File: config.mk
export PLATFORM = sky130hd
export DESIGN_NAME = rn_release_sequencer
export DESIGN_NICKNAME = d
export VERILOG_FILES = /design/src/rtl/rn_seq_pkg.sv /design/src/rtl/rn_seq_timer.sv /design/src/rtl/rn_release_sequencer.sv
export SDC_FILE = /design/constraint.sdc
export NUM_CORES = 1
export LEC_CHECK = 0
export CAP_MARGIN = 20
export CORE_MARGIN = 8
export CORE_UTILIZATION = 56
export DETAILED_ROUTE_END_ITERATION = 10
export HOLD_SLACK_MARGIN = 0.03
export PLACE_DENSITY = 0.77
export SETUP_SLACK_MARGIN = 0.02
export SYNTH_ARGS = -nofsm -noshare
export SYNTH_HDL_FRONTEND = slang
export SYNTH_HIERARCHICAL = 1
export SYNTH_SLANG_ARGS = --single-unit
File: constraint.sdc
create_clock -name CLK -period 3.8 [get_ports CLK]
set_input_delay 0.57 -clock CLK [delete_from_list [all_inputs] [get_ports CLK]]
set_output_delay 0.57 -clock CLK [all_outputs]
set_load 0.02 [all_outputs]
File: src/rtl/rn_seq_pkg.sv
// Shared types and constants for the ordered reset-release sequencer.
package rn_seq_pkg;

  typedef enum logic [2:0] {
    HOLD        = 3'd0,
    RELEASE     = 3'd1,
    RUN         = 3'd2,
    SRST_ASSERT = 3'd3,
    SRST_WAIT   = 3'd4
  } rn_state_e;

  localparam int unsigned NDOM_DEF       = 4;
  localparam int unsigned ASSERT_CYC_DEF = 8;
  localparam int unsigned STEP_CYC_DEF   = 4;

  // Bits needed to hold values 0..maxval, never less than one.
  function automatic int unsigned width_for(input int unsigned maxval);
    return (maxval < 1) ? 1 : $clog2(maxval + 1);
  endfunction

endpackage

File: src/rtl/rn_seq_timer.sv
// Saturating up-counter with synchronous clear and a registered terminal-count flag.
module rn_seq_timer #(
  parameter int unsigned CW = 4
) (
  input  logic          clk_i,
  input  logic          rst_ni,
  input  logic          clr_i,
  input  logic          en_i,
  input  logic [CW-1:0] tc_i,
  output logic          done_o
);

  logic [CW-1:0] cnt_q, cnt_d;
  logic          done_q, done_d;

  // done reflects the count that will be held after this edge, so it is valid
  // in the same cycle the counter reaches tc_i.
  always_comb begin
    cnt_d = cnt_q;
    if (clr_i) begin
      cnt_d = '0;
    end else if (en_i && (cnt_q < tc_i)) begin
      cnt_d = cnt_q + 1'b1;
    end
    done_d = (cnt_d == tc_i);
  end

  always_ff @(posedge clk_i) begin
    if (!rst_ni) begin
      cnt_q  <= '0;
      done_q <= (tc_i == '0);
    end else begin
      cnt_q  <= cnt_d;
      done_q <= done_d;
    end
  end

  assign done_o = done_q;

endmodule

File: src/rtl/rn_release_sequencer.sv
// Holds NDOM reset domains low, then releases them one by one in index order,
// with a four-phase software reset request/acknowledge handshake.
module rn_release_sequencer
  import rn_seq_pkg::*;
#(
  parameter int unsigned NDOM       = NDOM_DEF,
  parameter int unsigned ASSERT_CYC = ASSERT_CYC_DEF,
  parameter int unsigned STEP_CYC   = STEP_CYC_DEF
) (
  input  logic            CLK,
  input  logic            RN,
  input  logic            SRST_REQ,
  output logic            SRST_ACK,
  output logic [NDOM-1:0] DOM_RN,
  output logic            ALL_RELEASED
);

  localparam int unsigned CW = width_for((ASSERT_CYC > STEP_CYC) ? ASSERT_CYC : STEP_CYC);
  localparam int unsigned IW = width_for(NDOM);

  localparam logic [CW-1:0] TC_ASSERT = CW'(ASSERT_CYC - 1);
  localparam logic [CW-1:0] TC_STEP   = CW'(STEP_CYC - 1);
  localparam logic [IW-1:0] IDX_LAST  = IW'(NDOM - 1);

  localparam logic [2:0] S_HOLD        = HOLD;
  localparam logic [2:0] S_RELEASE     = RELEASE;
  localparam logic [2:0] S_RUN         = RUN;
  localparam logic [2:0] S_SRST_ASSERT = SRST_ASSERT;
  localparam logic [2:0] S_SRST_WAIT   = SRST_WAIT;

  if (NDOM < 1 || ASSERT_CYC < 1 || STEP_CYC < 1) begin : g_bad_param
    $error("rn_release_sequencer: NDOM, ASSERT_CYC and STEP_CYC must all be >= 1");
  end

  logic [2:0]      state_q, state_d, st_eff;
  logic [NDOM-1:0] dom_q, dom_d;
  logic [IW-1:0]   idx_q, idx_d;
  logic            ack_q, ack_d;
  logic            all_q;
  logic            tmr_clr, tmr_en, tmr_done;
  logic [CW-1:0]   tmr_tc;

  rn_seq_timer #(.CW(CW)) u_timer (
    .clk_i  (CLK),
    .rst_ni (RN),
    .clr_i  (tmr_clr),
    .en_i   (tmr_en),
    .tc_i   (tmr_tc),
    .done_o (tmr_done)
  );

  always_comb begin
    state_d = state_q;
    dom_d   = dom_q;
    idx_d   = idx_q;
    ack_d   = ack_q;
    tmr_clr = 1'b0;
    tmr_en  = 1'b0;
    case (state_q)
      // HOLD always carries idx=0, so it shares the release path with RELEASE.
      S_HOLD, S_RELEASE: begin
        tmr_en = 1'b1;
        if (SRST_REQ) begin
          state_d = S_SRST_ASSERT;
          dom_d   = '0;
          tmr_clr = 1'b1;
        end else if (tmr_done) begin
          dom_d   = (dom_q << 1) | NDOM'(1);
          tmr_clr = 1'b1;
          if (idx_q == IDX_LAST) begin
            state_d = S_RUN;
          end else begin
            state_d = S_RELEASE;
            idx_d   = idx_q + 1'b1;
          end
        end
      end
      S_RUN: begin
        if (SRST_REQ) begin
          state_d = S_SRST_ASSERT;
          dom_d   = '0;
          tmr_clr = 1'b1;
        end
      end
      S_SRST_ASSERT: begin
        tmr_en = 1'b1;
        if (tmr_done) begin
          state_d = S_SRST_WAIT;
          ack_d   = 1'b1;
          tmr_clr = 1'b1;
        end
      end
      S_SRST_WAIT: begin
        if (!SRST_REQ) begin
          state_d = S_RELEASE;
          ack_d   = 1'b0;
          idx_d   = '0;
          tmr_clr = 1'b1;
        end
      end
      default: begin
        state_d = S_HOLD;
        dom_d   = '0;
        idx_d   = '0;
        ack_d   = 1'b0;
        tmr_clr = 1'b1;
      end
    endcase
    // The timer compare follows the state being entered so its done flag is
    // already correct for that state.
    st_eff = RN ? state_d : S_HOLD;
    tmr_tc = (st_eff == S_RELEASE) ? TC_STEP : TC_ASSERT;
  end

  always_ff @(posedge CLK) begin
    if (!RN) begin
      state_q <= S_HOLD;
      dom_q   <= '0;
      idx_q   <= '0;
      ack_q   <= 1'b0;
      all_q   <= 1'b0;
    end else begin
      state_q <= state_d;
      dom_q   <= dom_d;
      idx_q   <= idx_d;
      ack_q   <= ack_d;
      all_q   <= &dom_d;
    end
  end

  assign DOM_RN       = dom_q;
  assign SRST_ACK     = ack_q;
  assign ALL_RELEASED = all_q;

endmodule

# Word-level counts from Yosys, hierarchy flattened
# Cells that the tools add are included.
[word_totals]
reg_bits = 17
latch_bits = 0
ramBits = 0
rom_bits = 0
output_inout_bits = 6
elab_cells = 65
memories = 0
[op_classes]
add_sub_neg = 2
mul = 0
div = 0
n_lt_le_gt_ge = 1
n_eq_ne = 12
shifts = 0
muxes = 30
bitwise_logic = 2
n_reduce_logical = 11
[op_table]
columns = ["operator", "count"]
rows = [
  ["2-to-1 mux 3 bit", 11],
  ["2-to-1 mux 4 bit", 5],
  ["one-hot mux 3 bit (4 select lines)", 1],
  ["one-hot mux 4 bit (3 select lines)", 1],
  ["== test 3 x 2 -> 1 bit (second input constant)", 3],
  ["one-hot mux 3 bit (3 select lines)", 1],
  ["2-to-1 mux 1 bit", 8],
  ["== test 3 x 1 -> 1 bit (second input constant)", 2],
  ["inequality test 2 bit (second input constant)", 3],
  ["OR reduction 2 bit", 3],
  ["OR reduction 3 bit", 2],
  ["AND reduction 5 bit", 1],
  ["adder 4 x 1 -> 4 bit (second input constant)", 1],
  ["== test 4 x 3 -> 1 bit", 1],
  ["logical NOT 4 bit", 1],
  ["< comparator 4 x 3 -> 1 bit", 1],
  ["inequality test 2 x 1 -> 1 bit (second input constant)", 2],
  ["one-hot mux 1 bit (4 select lines)", 1],
  ["AND reduction 4 bit", 1],
  ["adder 3 x 1 -> 3 bit (second input constant)", 1],
  ["== test 3 bit (second input constant)", 1],
  ["logical NOT 3 bit", 1],
  ["one-hot mux 1 bit (3 select lines)", 1],
  ["AND reduction 3 bit", 1],
  ["3 further kinds", 4],
]

# Depth between registers and ports, before layout
# Gate-level depths: netlist of run 1.
[logic_depth]
word_depth = 14
ltp_mapped = 15
mapped_depth_nobuf = 15

# Hierarchy
# The synthesis of run 1 kept the hierarchy.
[modules_own_cells]
columns = ["module", "instances", "cells_each", "area_per_inst_um2"]
rows = [
  ["rn_release_sequencer", 1, 84, 719.4],
  ["rn_seq_timer", 1, 48, 400.4],
]

# Worst setup path before layout of run 1
# OpenSTA, ideal clock, no wires.
[synth_path]
path_type = "input-to-reg"
startpoint = "input port SRST_REQ"
endpoint = "register u_timer.done_q (netlist: u_timer/done_o)"
setup_ns = 0.074
arrival_time_ns = 2.882
t_required_ns = 3.726
setup_slack_ns = 0.844
path_stages = 14
path_cell_list = "buf_4 -> nor2_1 -> mux2i_1 -> or3_1 -> a22o_1 -> inv_1 -> ha_1 -> o211ai_2 -> o211ai_2 -> or3_1 -> a21oi_1 -> xnor2_1 -> o211ai_1 -> a31oi_1"
[synth_via]
elab_chain_cells = 11
elab_cells_between_ends = 18
cone_classes = "order compare (1); eq/ne (2); mux (13); reduce/logical (2)"
[synth_lines]
columns = ["element", "line", "text"]
rows = [
  ["start: declaration", "rn_release_sequencer.sv:12", "input logic SRST_REQ,"],
  ["2-to-1 mux 3 bit, on equally long branches", "rn_release_sequencer.sv:94, rn_release_sequencer.sv:63, rn_release_sequencer.sv:79", ""],
  ["one-hot mux 3 bit (4 select lines) (*)", "rn_release_sequencer.sv:59", "case (state_q)"],
  ["2-to-1 mux 3 bit (*)", "n/a", ""],
  ["== test 3 x 1 -> 1 bit (*)", "rn_release_sequencer.sv:112", "tmr_tc = (st_eff == S_RELEASE) ? TC_STEP : TC_ASSERT;"],
  ["2-to-1 mux 3 bit (*)", "rn_release_sequencer.sv:112", ""],
  ["via tmr_tc[2]", "rn_release_sequencer.sv:41", "logic [CW-1:0] tmr_tc;"],
  ["< comparator 4 x 3 -> 1 bit", "rn_seq_timer.sv:22", "end else if (en_i && (cnt_q < tc_i)) begin"],
  ["logical AND 1 bit", "rn_seq_timer.sv:22", ""],
  ["2-to-1 mux 4 bit", "rn_seq_timer.sv:22", ""],
  ["2-to-1 mux 4 bit", "rn_seq_timer.sv:20", "if (clr_i) begin"],
  ["== test 4 x 3 -> 1 bit", "rn_seq_timer.sv:25", "done_d = (cnt_d == tc_i);"],
  ["2-to-1 mux 1 bit (*)", "rn_seq_timer.sv:29", "if (!rst_ni) begin"],
  ["end signal: assignment", "rn_seq_timer.sv:31", "done_q <= (tc_i == '0);"],
  ["end signal: assignment", "rn_seq_timer.sv:34", "done_q <= done_d;"],
  ["end: declaration", "rn_seq_timer.sv:14", "logic done_q, done_d;"],
]
# The timed path passes the listed nets; every way through them passes the cells marked *.
# A chain may end at the register's enable or synchronous reset.

# Worst setup path after layout of run 1
# Ends and elaborated chain as after synthesis.

==> results.json, run 1 <==
{
  "yosys_warnings": 6,
  "i_o_pin_cnt": 9,
  "port_buffers": 8,
  "wl_um": 2183,
  "cellLeakagePower_nw": 0.5438,
  "ys_seq_area_share_pct": 30.39,
  "synth.ff_latch_count": 17,
  "clock_skew_ps": 5.524,
  "h-tree-depth": 1,
  "cp.required_ps": 4030,
  "synthDominantCellAreaShare_pct": 30.39,
  "yosysUniqueCellTypes": 50,
  "vias": 965,
  "run_status": "finished, final reports clean",
  "worst_setup_path_startpoint": "SRST_REQ",
  "grt_start_max_net_pins": 21,
  "layout.cells.most_common": "dfxtp_1",
  "crit_end": "u_timer/done_o",
  "power_density_nw_per_um2": 292.9,
  "placementRows": 16,
  "final_antenna_net_count": 0,
  "clock-root-buffer": "clkbuf_4",
  "global_route.overflow_total": 0,
  "worst_ir_drop_vdd_mv": 0.1712,
  "timing.reg2reg.setup_slack_ps": 560,
  "worst-path-max-fanout": 8,
  "finalSetupViolCount": 0,
  "synth-async-reset-ratio_pct": 0,
  "maximum_clock_insertion_buffer_count": 2,
  "cts_resized": 0,
  "synth_flop_cell": "dfxtp_1",
  "die-area_um2": 3686,
  "fin_worst_hold_slack_ps": 474.7,
  "detail_route.drc_violations": 0,
  "final_period_minus_worst_setup_slack_ps": 3319,
  "worstSetupPathType": "input port to flop",
  "synth_cells": 132,
  "total_power_uw": 370.5,
  "layout.cells.most_common_list": "dfxtp_1 (17), nor2_1 (10), conb_1 (10)",
  "total_cts_buffers": 3,
  "fin_tns_setup_ps": 0,
  "ff2ff_path_depth": 15,
  "avgViaCountPerCell": 5.514,
  "dieHeight_um": 60.72,
  "synth_top_cell_by_area": "dfxtp_1",
  "hpwlAfterDp_um": 1693,
  "antennaDiodeCount": 0,
  "tightest_slew_ps": 629.5,
  "ff_latch_area_um2": 340.3,
  "edff_count_synth": 0,
  "number_of_fill_cells": 174,
  "timing.final.hold_violations": 0,
  "final.period_utilization_pct": 87.33,
  "rr_endpoint": "u_timer/done_o",
  "number_of_antenna_violations_at_the_first_check_in_global_routing": 0,
  "cap_violations": 0,
  "die_width_um": 60.72,
  "min-delay-path-class": "flop to flop",
  "cts_hold_repair.buffers": 0,
  "regToRegStartpoint": "idx_q[0]",
  "end_kind": "flop",
  "grt_first_pass_wirelength_um": 3974,
  "insertion_delay_ps": 300,
  "drt-pass1-iter-count": 4,
  "clock.fmax_mhz": 301.3,
  "postSynthAreaPerCell_um2": 8.484,
  "postCtsSetupRepairBufs": 0,
  "detail_route.iter0.violations": 21,
  "fp.coreArea_um2": 1922,
  "unrepaired_setup_endpoints_after_global_routing": "false",
  "grtUsageTotal_pct": 14.19,
  "final-max-slew-violation-count": 0,
  "clk_pin_slew_ps": 100,
  "final_core_util_pct": 65.82,
  "multi_input_area_um2": 735.7,
  "syn_to_final_growth_pct": 12.96,
  "via_count_of_the_first_global_routing_pass": 884,
  "timing.slew.headroom_pct": 57.97,
  "routedWlPerCell_um": 12.47,
  "critical_path_arrival_ps": 3550,
  "synthesis.area_um2": 1120,
  "post_synth_main_area_contributors": "dfxtp_1 (30%), ha_1 (6.7%), mux2i_1 (5.4%)",
  "whs_path_depth": 2,
  "num-nets-final": 158,
  "layout-drive-gt1-share_pct": 10.14,
  "gpl.final_weighted_congestion": 0.8017,
  "cts_tree": "done",
  "cp-start-kind": "input port",
  "cts.sink_count": 17,
  "initial_utilization_pct": 58.27
}
==> state kept, by name, indices dropped and copies added (netlist names) <==
| name | flops |
|---|---|
| u_timer/done_o | 1 |
| u_timer/cnt_q | 4 |
| ALL_RELEASED | 1 |
| idx_q | 3 |
| state_q | 3 |
| SRST_ACK | 1 |
| DOM_RN | 4 |
==> worst max-delay path, cell delays in order <==
cell,delay (ps)
clkdlybuf4s50_1,520
nor2_1,170
mux2i_1,80
or3_1,340
a22o_1,290
inv_1,70
ha_1,250
o211ai_2,100
o211ai_2,150
or3_1,350
a21oi_1,180
xnor2_1,180
o211ai_1,120
a31oi_1,160
==> report_power, final <==
| part | switching [mW] | leakage, nW | internal (mW) |
|---|---|---|---|
| sequential | 0.0121 | 0.138 | 0.185 |
| combinational | 0.0409 | 0.390 | 0.0325 |
| clock | 0.0594 | 0.0150 | 0.0409 |
| total | 0.112 | 0.544 | 0.258 |
==> worst min-delay path by stage <==
stage	startpoint	end
after global routing	idx_q[2]	idx_q[2]
after floorplan	idx_q[2]	idx_q[2]
final	idx_q[2]	idx_q[2]
after CTS	idx_q[2]	idx_q[2]
after global placement	idx_q[2]	idx_q[2]
after detailed placement	idx_q[2]	idx_q[2]
==> kinds of logic after synthesis <==
logic type	share of synthesized area, %
and+or+nand+nor	26.37
muxes	5.363
AOI/OAI and AO/OA	22.35
xor gates and xnor gates	1.565
buffers and inverters	6.590
adders and majority gates	6.704
other	0.6706
DFF	30.39
==> cells in the mapped netlist (all sizes together), types with 3 or more instances <==
library cell  count
nor2             11
and3              5
or3               3
a31oi             4
a22oi             3
inv               9
o211ai            4
o21ai             5
dfxtp            17
ha                6
nor2b             5
nand2             9
buf               4
a21oi             6
mux2i             6
==> layer usage <==
| metal | GRT usage [%] | part of all wire, % | routed length (um) | up-vias |
|---|---|---|---|---|
| li1 | - | - | - | 500 |
| met1 | 17.92 | 47 | 1031 | 441 |
| met2 | 21.87 | 45 | 989 | 19 |
| met3 | 3.390 | 5.5 | 120 | 5 |
| met4 | 6.977 | 1.8 | 40 | 0 |
| met5 | 0 | 0 | 0 | - |
==> through the flow <==
stage          instance area [um^2]  std cells  setup WS, ps
6_report                       1265        175         481.3
5_1_grt                        1265        175         231.8
4_1_cts                        1265        175         501.7
3_5_place_dp                   1239        171         199.5
3_3_place_gp                   1239        171         244.1
2_1_floorplan                  1150        140         844.1
==> cell type report <==
class                           instances  area share [%]
Multi-Input combinational cell        108           58.16
Sequential cell                        17           26.90
Timing Repair Buffer                   10           7.517
Inverter                                9           2.671
Tap cell                               27           2.671
Clock buffer                            4           2.077
Note: power is estimated with default switching activity, not from simulation.
==> run 2, diff against run 1 <==
--- a/config.mk
+++ b/config.mk
@@ -5,12 +5,13 @@
 export SDC_FILE = /design/constraint.sdc
 export NUM_CORES = 1
 export LEC_CHECK = 0
+export ABC_AREA = 0
 export CAP_MARGIN = 20
 export CORE_MARGIN = 8
-export CORE_UTILIZATION = 56
+export CORE_UTILIZATION = 51
 export DETAILED_ROUTE_END_ITERATION = 10
 export HOLD_SLACK_MARGIN = 0.03
-export PLACE_DENSITY = 0.77
+export PLACE_DENSITY = 0.74
 export SETUP_SLACK_MARGIN = 0.02
 export SYNTH_ARGS = -nofsm -noshare
 export SYNTH_HDL_FRONTEND = slang
==> constraint.sdc (replaced) <==
create_clock -name CLK -period 2.75 [get_ports CLK]
set_input_delay 0.4125 -clock CLK [delete_from_list [all_inputs] [get_ports CLK]]
set_output_delay 0.4125 -clock CLK [all_outputs]
set_load 0.02 [all_outputs]
==> run 2 against run 1 <==
  * The flow now finishes with violations (setup timing)
  * Cell count is 11% higher
  * Clock skew increased by 1.7 ps
  * First-iteration DRC count increased by 110%
  * Register-to-register slack worse by 720 ps
  * Clock power rose by 37%
  * Critical path depth increased by 1
  * Sequential power is 36% higher
  * Flip-flop and latch count unchanged
  * Non-clock buffer count increased by 18
  * Wire length increased by 18%
  * Design area is 17% higher
  * Critical path type is now flop to flop
  * Critical endpoint unchanged
  * Largest cell class unchanged
==> results.json, run 2 (same netlist as run 1, synthesis figures left out) <==
{
  "port_buffers": 8,
  "clk_pin_slew_ps": 110,
  "timing.final.hold_violations": 0,
  "num-nets-final": 176,
  "seq_power_share_pct": 48.0,
  "dieHeight_um": 62.86,
  "layout.cells.most_common": "buf_4",
  "clock_share_of_power_pct": 24.5,
  "detail_route.iter0.violations": 45,
  "cp.required_ps": 2980,
  "h-tree-depth": 1,
  "met3RoutedLength_um": 116,
  "vias": 1079,
  "global_route.overflow_total": 0,
  "critical_path_cell_by_cell": "ha_4 -> ha_4 -> and2b_1 -> o21ai_1 -> a211o_1 -> a22o_1 -> inv_2 -> ha_4 -> o211ai_2 -> o211ai_2 -> or3_4 -> a21oi_4 -> xnor2_2 -> o211ai_1 -> a31oi_1",
  "layout-drive-gt1-share_pct": 27.11,
  "drt-pass1-iter-count": 4,
  "insertion_delay_ps": 290,
  "fin_tns_setup_ps": -159.0,
  "cts.sink_count": 17,
  "min_from": "idx_q[2]",
  "crit_end": "u_timer/done_o",
  "critical-path-slowest-cell": "or3_4",
  "final.period_utilization_pct": 105.8,
  "final_core_util_pct": 69.13,
  "critical_path.top_delay_family": "compound AO/OA/AOI/OAI gates",
  "final-max-slew-violation-count": 0,
  "syn_to_final_growth_pct": 32.63,
  "cap_violations": 0,
  "die-area_um2": 3951,
  "hpwlAfterDp_um": 1954,
  "final_period_minus_worst_setup_slack_ps": 2909,
  "wl_um": 2586,
  "grtUsageTotal_pct": 13.04,
  "initial_utilization_pct": 52.13,
  "total_cts_buffers": 3,
  "tightest_slew_ps": 566.1,
  "grt_start_max_net_pins": 18,
  "layout.cells.most_common_list": "buf_4 (19), dfxtp_1 (15), nor2_1 (10), conb_1 (10)",
  "power_density_nw_per_um2": 375.7,
  "worst_ir_drop_vdd_mv": 0.2341,
  "critical_path_buf_inv_count": 1,
  "worstSetupPathType": "flop to flop",
  "via_count_of_the_first_global_routing_pass": 1065,
  "rr_endpoint": "u_timer/done_o",
  "fp.coreArea_um2": 2148,
  "cellLeakagePower_nw": 0.6420,
  "cp-start-kind": "flop",
  "clock.fmax_mhz": 343.8,
  "met1_length_um": 1100,
  "timing.reg2reg.setup_slack_ps": -160,
  "worst_setup_path_startpoint": "idx_q[1]",
  "avgViaCountPerCell": 5.562,
  "placementRows": 17,
  "grt_first_pass_wirelength_um": 4450,
  "min-delay-path-class": "flop to flop",
  "cts_hold_repair.buffers": 0,
  "regToRegStartpoint": "idx_q[1]",
  "failed_checks": "setup timing",
  "routedWlPerCell_um": 13.33,
  "clock_skew_ps": 7.241,
  "layout_setup_ws_ps": -159.0,
  "switching_power_uw": 172.5,
  "i_o_pin_cnt": 9,
  "maximum_clock_insertion_buffer_count": 2,
  "crit_cells": 15,
  "cts_tree": "done",
  "power_frac_comb_pct": 27.5,
  "switching_share_pct": 30.92,
  "final_antenna_net_count": 0,
  "maxUsedRoutingLayer": "met4",
  "clock-root-buffer": "clkbuf_4",
  "detail_route.drc_violations": 0,
  "worst-path-max-fanout": 3,
  "antennaDiodeCount": 0,
  "end_kind": "flop",
  "critical_path_arrival_ps": 3140,
  "die_width_um": 62.86,
  "ff2ff_path_depth": 15,
  "gpl.final_weighted_congestion": 0.8749,
  "wl_met2_um": 1359,
  "path_common_cell": "ha_4",
  "number_of_antenna_violations_at_the_first_check_in_global_routing": 0,
  "finalSetupViolCount": 1,
  "run_status": "finished with violations",
  "unrepaired_setup_endpoints_after_global_routing": "true",
  "critPathMaxStageDelay_ps": 370,
  "timing.slew.headroom_pct": 61.86,
  "internal_power_uw": 385.4
}
[run 2: changes by cell type in the layout (fill, tap and decap cells not counted), sizes merged]
cell / change
buf: +18
dlygate4sd2: +1
clkinv: +1
clkbuf: -1
clkdlybuf4s50: -1
[run 2: metrics by stage]
step                      std cells  cell area (um^2)  power [mW]  hold slack (ps)  setup WS, ps
final                           194              1485      0.5579            468.3        -159.0
after global routing            194              1485      0.5865            501.4        -262.9
after CTS                       194              1478      0.5553            472.7        -145.5
after detailed placement        187              1401      0.4059            456.9        -487.8
after global placement          187              1401      0.3997            443.9        -367.7
after floorplan                 140              1199      0.3586            434.7        -45.19
[run 2: worst min-delay path by stage]
stage	to	slack, ps	depth (start not counted)
after detailed placement	idx_q[2]	460	2
after global placement	idx_q[2]	440	2
after floorplan	idx_q[2]	430	2
after CTS	idx_q[2]	470	2
final	idx_q[2]	470	2
after global routing	idx_q[2]	500	2
[run 2: power by group through the flow]
stage / Combinational (mW) / Clock (mW) / Sequential, mW
6_report: 0.154 / 0.137 / 0.268
5_1_grt: 0.168 / 0.150 / 0.269
4_1_cts: 0.149 / 0.140 / 0.267
3_5_place_dp: 0.134 / 0 / 0.272
3_3_place_gp: 0.128 / 0 / 0.272
2_1_floorplan: 0.0872 / 0 / 0.271
[run 2: cell type report]
class | count | area, um^2
Multi-Input combinational cell | 108 | 813.3
Fill cell | 179 | 663.1
Sequential cell | 17 | 342.8
Timing Repair Buffer | 28 | 232.7
Tap cell | 28 | 35.03
Inverter | 9 | 33.78
Clock buffer | 3 | 22.52
Clock inverter | 1 | 5.005
[run 2: timing repair]
item | in CTS | in global routing
buffers inserted | 3 | 0
gates resized for setup | 6 | 2
pin swaps | 7 | 2
setup endpoints to repair | 1 | 3
cloned | 0 | 0
[run 2: routing by layer]
layer,up-vias,GRT usage (%)
li1,538,-
met1,516,14.67
met2,23,24.20
met3,2,2.867
met4,0,2.564
met5,-,0
[run 2: worst reg2reg max path, cell delays in order, from the launching register on]
cell and delay (ps):
dfxtp_2 350, ha_4 160, ha_4 150, and2b_1 200, o21ai_1 80, a211o_1 280, a22o_1 240, inv_2 70
ha_4 190, o211ai_2 70, o211ai_2 150, or3_4 370, a21oi_4 140, xnor2_2 140, o211ai_1 120, a31oi_1 130
==> run 3, diff against run 2 <==
--- a/config.mk
+++ b/config.mk
@@ -7,11 +7,13 @@
 export LEC_CHECK = 0
 export ABC_AREA = 0
 export CAP_MARGIN = 20
+export CELL_PAD_IN_SITES_DETAIL_PLACEMENT = 0
+export CELL_PAD_IN_SITES_GLOBAL_PLACEMENT = 1
 export CORE_MARGIN = 8
-export CORE_UTILIZATION = 51
+export CORE_UTILIZATION = 39
 export DETAILED_ROUTE_END_ITERATION = 10
 export HOLD_SLACK_MARGIN = 0.03
-export PLACE_DENSITY = 0.74
+export PLACE_DENSITY_LB_ADDON = 0.1
 export SETUP_SLACK_MARGIN = 0.02
 export SYNTH_ARGS = -nofsm -noshare
 export SYNTH_HDL_FRONTEND = slang
==> run 3 against run 2 <==
  * Non-clock buffer count rose by 2
  * Design area is 2.3% higher
  * Maximum frequency grew 1.3%
  * Combinational power hardly changed
  * Via count down 5.7%
  * Total power hardly changed
  * Worst setup slack improved by 38 ps
  * Critical path depth stayed put
  * The run still ends with setup timing left
  * First-iteration DRC count up 49%
  * Critical endpoint unchanged
  * Critical path type unchanged
  * Utilization decreased by 14 points
  * Wire length is 0.50% higher
==> results.json, run 3 (same netlist as run 1, synthesis figures left out) <==
{
  "clock_share_of_power_pct": 24.2,
  "via_count_of_the_first_global_routing_pass": 1079,
  "cellLeakagePower_nw": 0.6545,
  "grt_start_max_net_pins": 15,
  "final.period_utilization_pct": 104.4,
  "number_of_antenna_violations_at_the_first_check_in_global_routing": 0,
  "avgViaCountPerCell": 5.111,
  "placementRows": 19,
  "clock_skew_ps": 2.600,
  "clock-root-buffer": "clkbuf_4",
  "critical_path_cell_by_cell": "ha_4 -> ha_4 -> and2b_1 -> o21ai_1 -> a211o_1 -> a22o_1 -> inv_2 -> ha_4 -> o211ai_2 -> o211ai_2 -> or3_4 -> a21oi_4 -> xnor2_2 -> o211ai_1 -> a31oi_1",
  "min-delay-path-class": "flop to flop",
  "worstSetupPathType": "flop to flop",
  "final-max-slew-violation-count": 0,
  "internal_power_uw": 388.4,
  "post_dp_cell_area_um2": 1428,
  "timing.final.hold_violations": 0,
  "h-tree-depth": 1,
  "insertion_delay_ps": 290,
  "layout.cells.most_common": "buf_4",
  "path_common_cell": "ha_4",
  "cp.required_ps": 2980,
  "antennaDiodeCount": 0,
  "cts.sink_count": 17,
  "power_frac_comb_pct": 28.0,
  "gpl.final_weighted_congestion": 0.7927,
  "num-nets-final": 178,
  "port_buffers": 8,
  "final_antenna_net_count": 0,
  "drt-pass1-iter-count": 4,
  "ff_latch_area_um2": 342.8,
  "critical_path.top_delay_family": "compound AO/OA/AOI/OAI gates",
  "worst-path-max-fanout": 3,
  "fin_worst_hold_slack_ps": 462.6,
  "vias": 1017,
  "tightest_slew_ps": 627.6,
  "finalSetupViolCount": 1,
  "i_o_pin_cnt": 9,
  "multi_input_area_um2": 827.0,
  "cap_violations": 0,
  "dieHeight_um": 69.59,
  "number_of_fill_cells": 266,
  "switching_power_uw": 169.9,
  "seq_power_share_pct": 47.9,
  "switching_share_pct": 30.43,
  "grt_first_pass_wirelength_um": 4505,
  "detail_route.iter0.violations": 67,
  "cts_tree": "done",
  "wl_um": 2599,
  "end_kind": "flop",
  "layout.cells.most_common_list": "buf_4 (21), dfxtp_1 (15), conb_1 (10)",
  "critical_path_arrival_ps": 3100,
  "power_density_nw_per_um2": 367.6,
  "hpwlAfterDp_um": 1999,
  "clock.fmax_mhz": 348.3,
  "maximum_clock_insertion_buffer_count": 2,
  "critical-path-slowest-cell": "or3_4",
  "worst_ir_drop_vdd_mv": 0.2510,
  "global_route.overflow_total": 0,
  "design_area_um2": 1519,
  "die-area_um2": 4842,
  "layout-drive-gt1-share_pct": 29.17,
  "syn_to_final_growth_pct": 35.64,
  "critPathMaxStageDelay_ps": 370,
  "timing.slew.headroom_pct": 57.72,
  "die_width_um": 69.59,
  "layout_setup_ws_ps": -121.1,
  "cp-start-kind": "flop",
  "initial_utilization_pct": 40.96,
  "critical_path_buf_inv_count": 1,
  "clk_pin_slew_ps": 100,
  "unrepaired_setup_endpoints_after_global_routing": "true",
  "run_status": "finished with violations",
  "final_period_minus_worst_setup_slack_ps": 2871,
  "total_cts_buffers": 3,
  "failed_checks": "setup timing",
  "routedWlPerCell_um": 13.06,
  "grtUsageTotal_pct": 10.73,
  "fp.coreArea_um2": 2734,
  "fin_tns_setup_ps": -121.1,
  "detail_route.drc_violations": 0
}
run 3: layout make-up:
cell class / instances / area share, %
Clock buffer: 3 / 1.483
Clock inverter: 1 / 0.3295
Inverter: 9 / 2.224
Multi-Input combinational cell: 108 / 54.45
Sequential cell: 17 / 22.57
Tap cell: 31 / 2.554
Timing Repair Buffer: 30 / 16.39
run 3: power groups by stage:
stage / clock network (mW) / registers, mW / logic, mW
after floorplan: 0 / 0.271 / 0.0872
after global placement: 0 / 0.272 / 0.137
after detailed placement: 0 / 0.272 / 0.139
after CTS: 0.142 / 0.267 / 0.140
after global routing: 0.151 / 0.269 / 0.173
final: 0.135 / 0.267 / 0.156
run 3: metrics by stage:
step	power (mW)	setup WS [ps]	std cells	util, %
6_report	0.5584	-121.1	199	55.56
5_1_grt	0.5933	-255.0	199	55.56
4_1_cts	0.5482	-150.4	197	53.23
3_5_place_dp	0.4116	-405.9	193	52.22
3_3_place_gp	0.4091	-372.1	193	52.22
2_1_floorplan	0.3586	-45.19	140	-
run 3: worst register-to-register path, delay by kind of cell (launching register included):
kind,cells,cell delay (ps)
adders and majority gates,3,500
buffers and inverters,1,70
AOI/OAI and AO/OA,8,1190
xor gates and xnor gates,1,140
and+or+nand+nor,2,570
DFF,1,350
run 3: path summary, 6_finish.rpt:
check	from	endpoint	slack (ps)	depth (start not counted)
max reg2reg	idx_q[1]	u_timer/done_o	-120	15
min	idx_q[2]	idx_q[2]	460	2
min reg2reg	idx_q[2]	idx_q[2]	460	2
max	idx_q[1]	u_timer/done_o	-120	15
run 3: per-layer routing:
layer | track usage, % | up-vias | share of wire (%)
met1 | 11.67 | 466 | 48
met2 | 19.06 | 10 | 49
li1 | - | 539 | -
met5 | 0 | - | 0
met4 | 5.011 | 0 | 0.58
met3 | 2.432 | 2 | 3.1
run 3: what timing repair did:
action | 4_1_cts | 5_1_grt
hold buffers | 0 | 0
buffers inserted | 0 | 2
gates resized for setup | 0 | 10
pin swaps | 7 | 10
endpoints found under the setup margin | 1 | 3
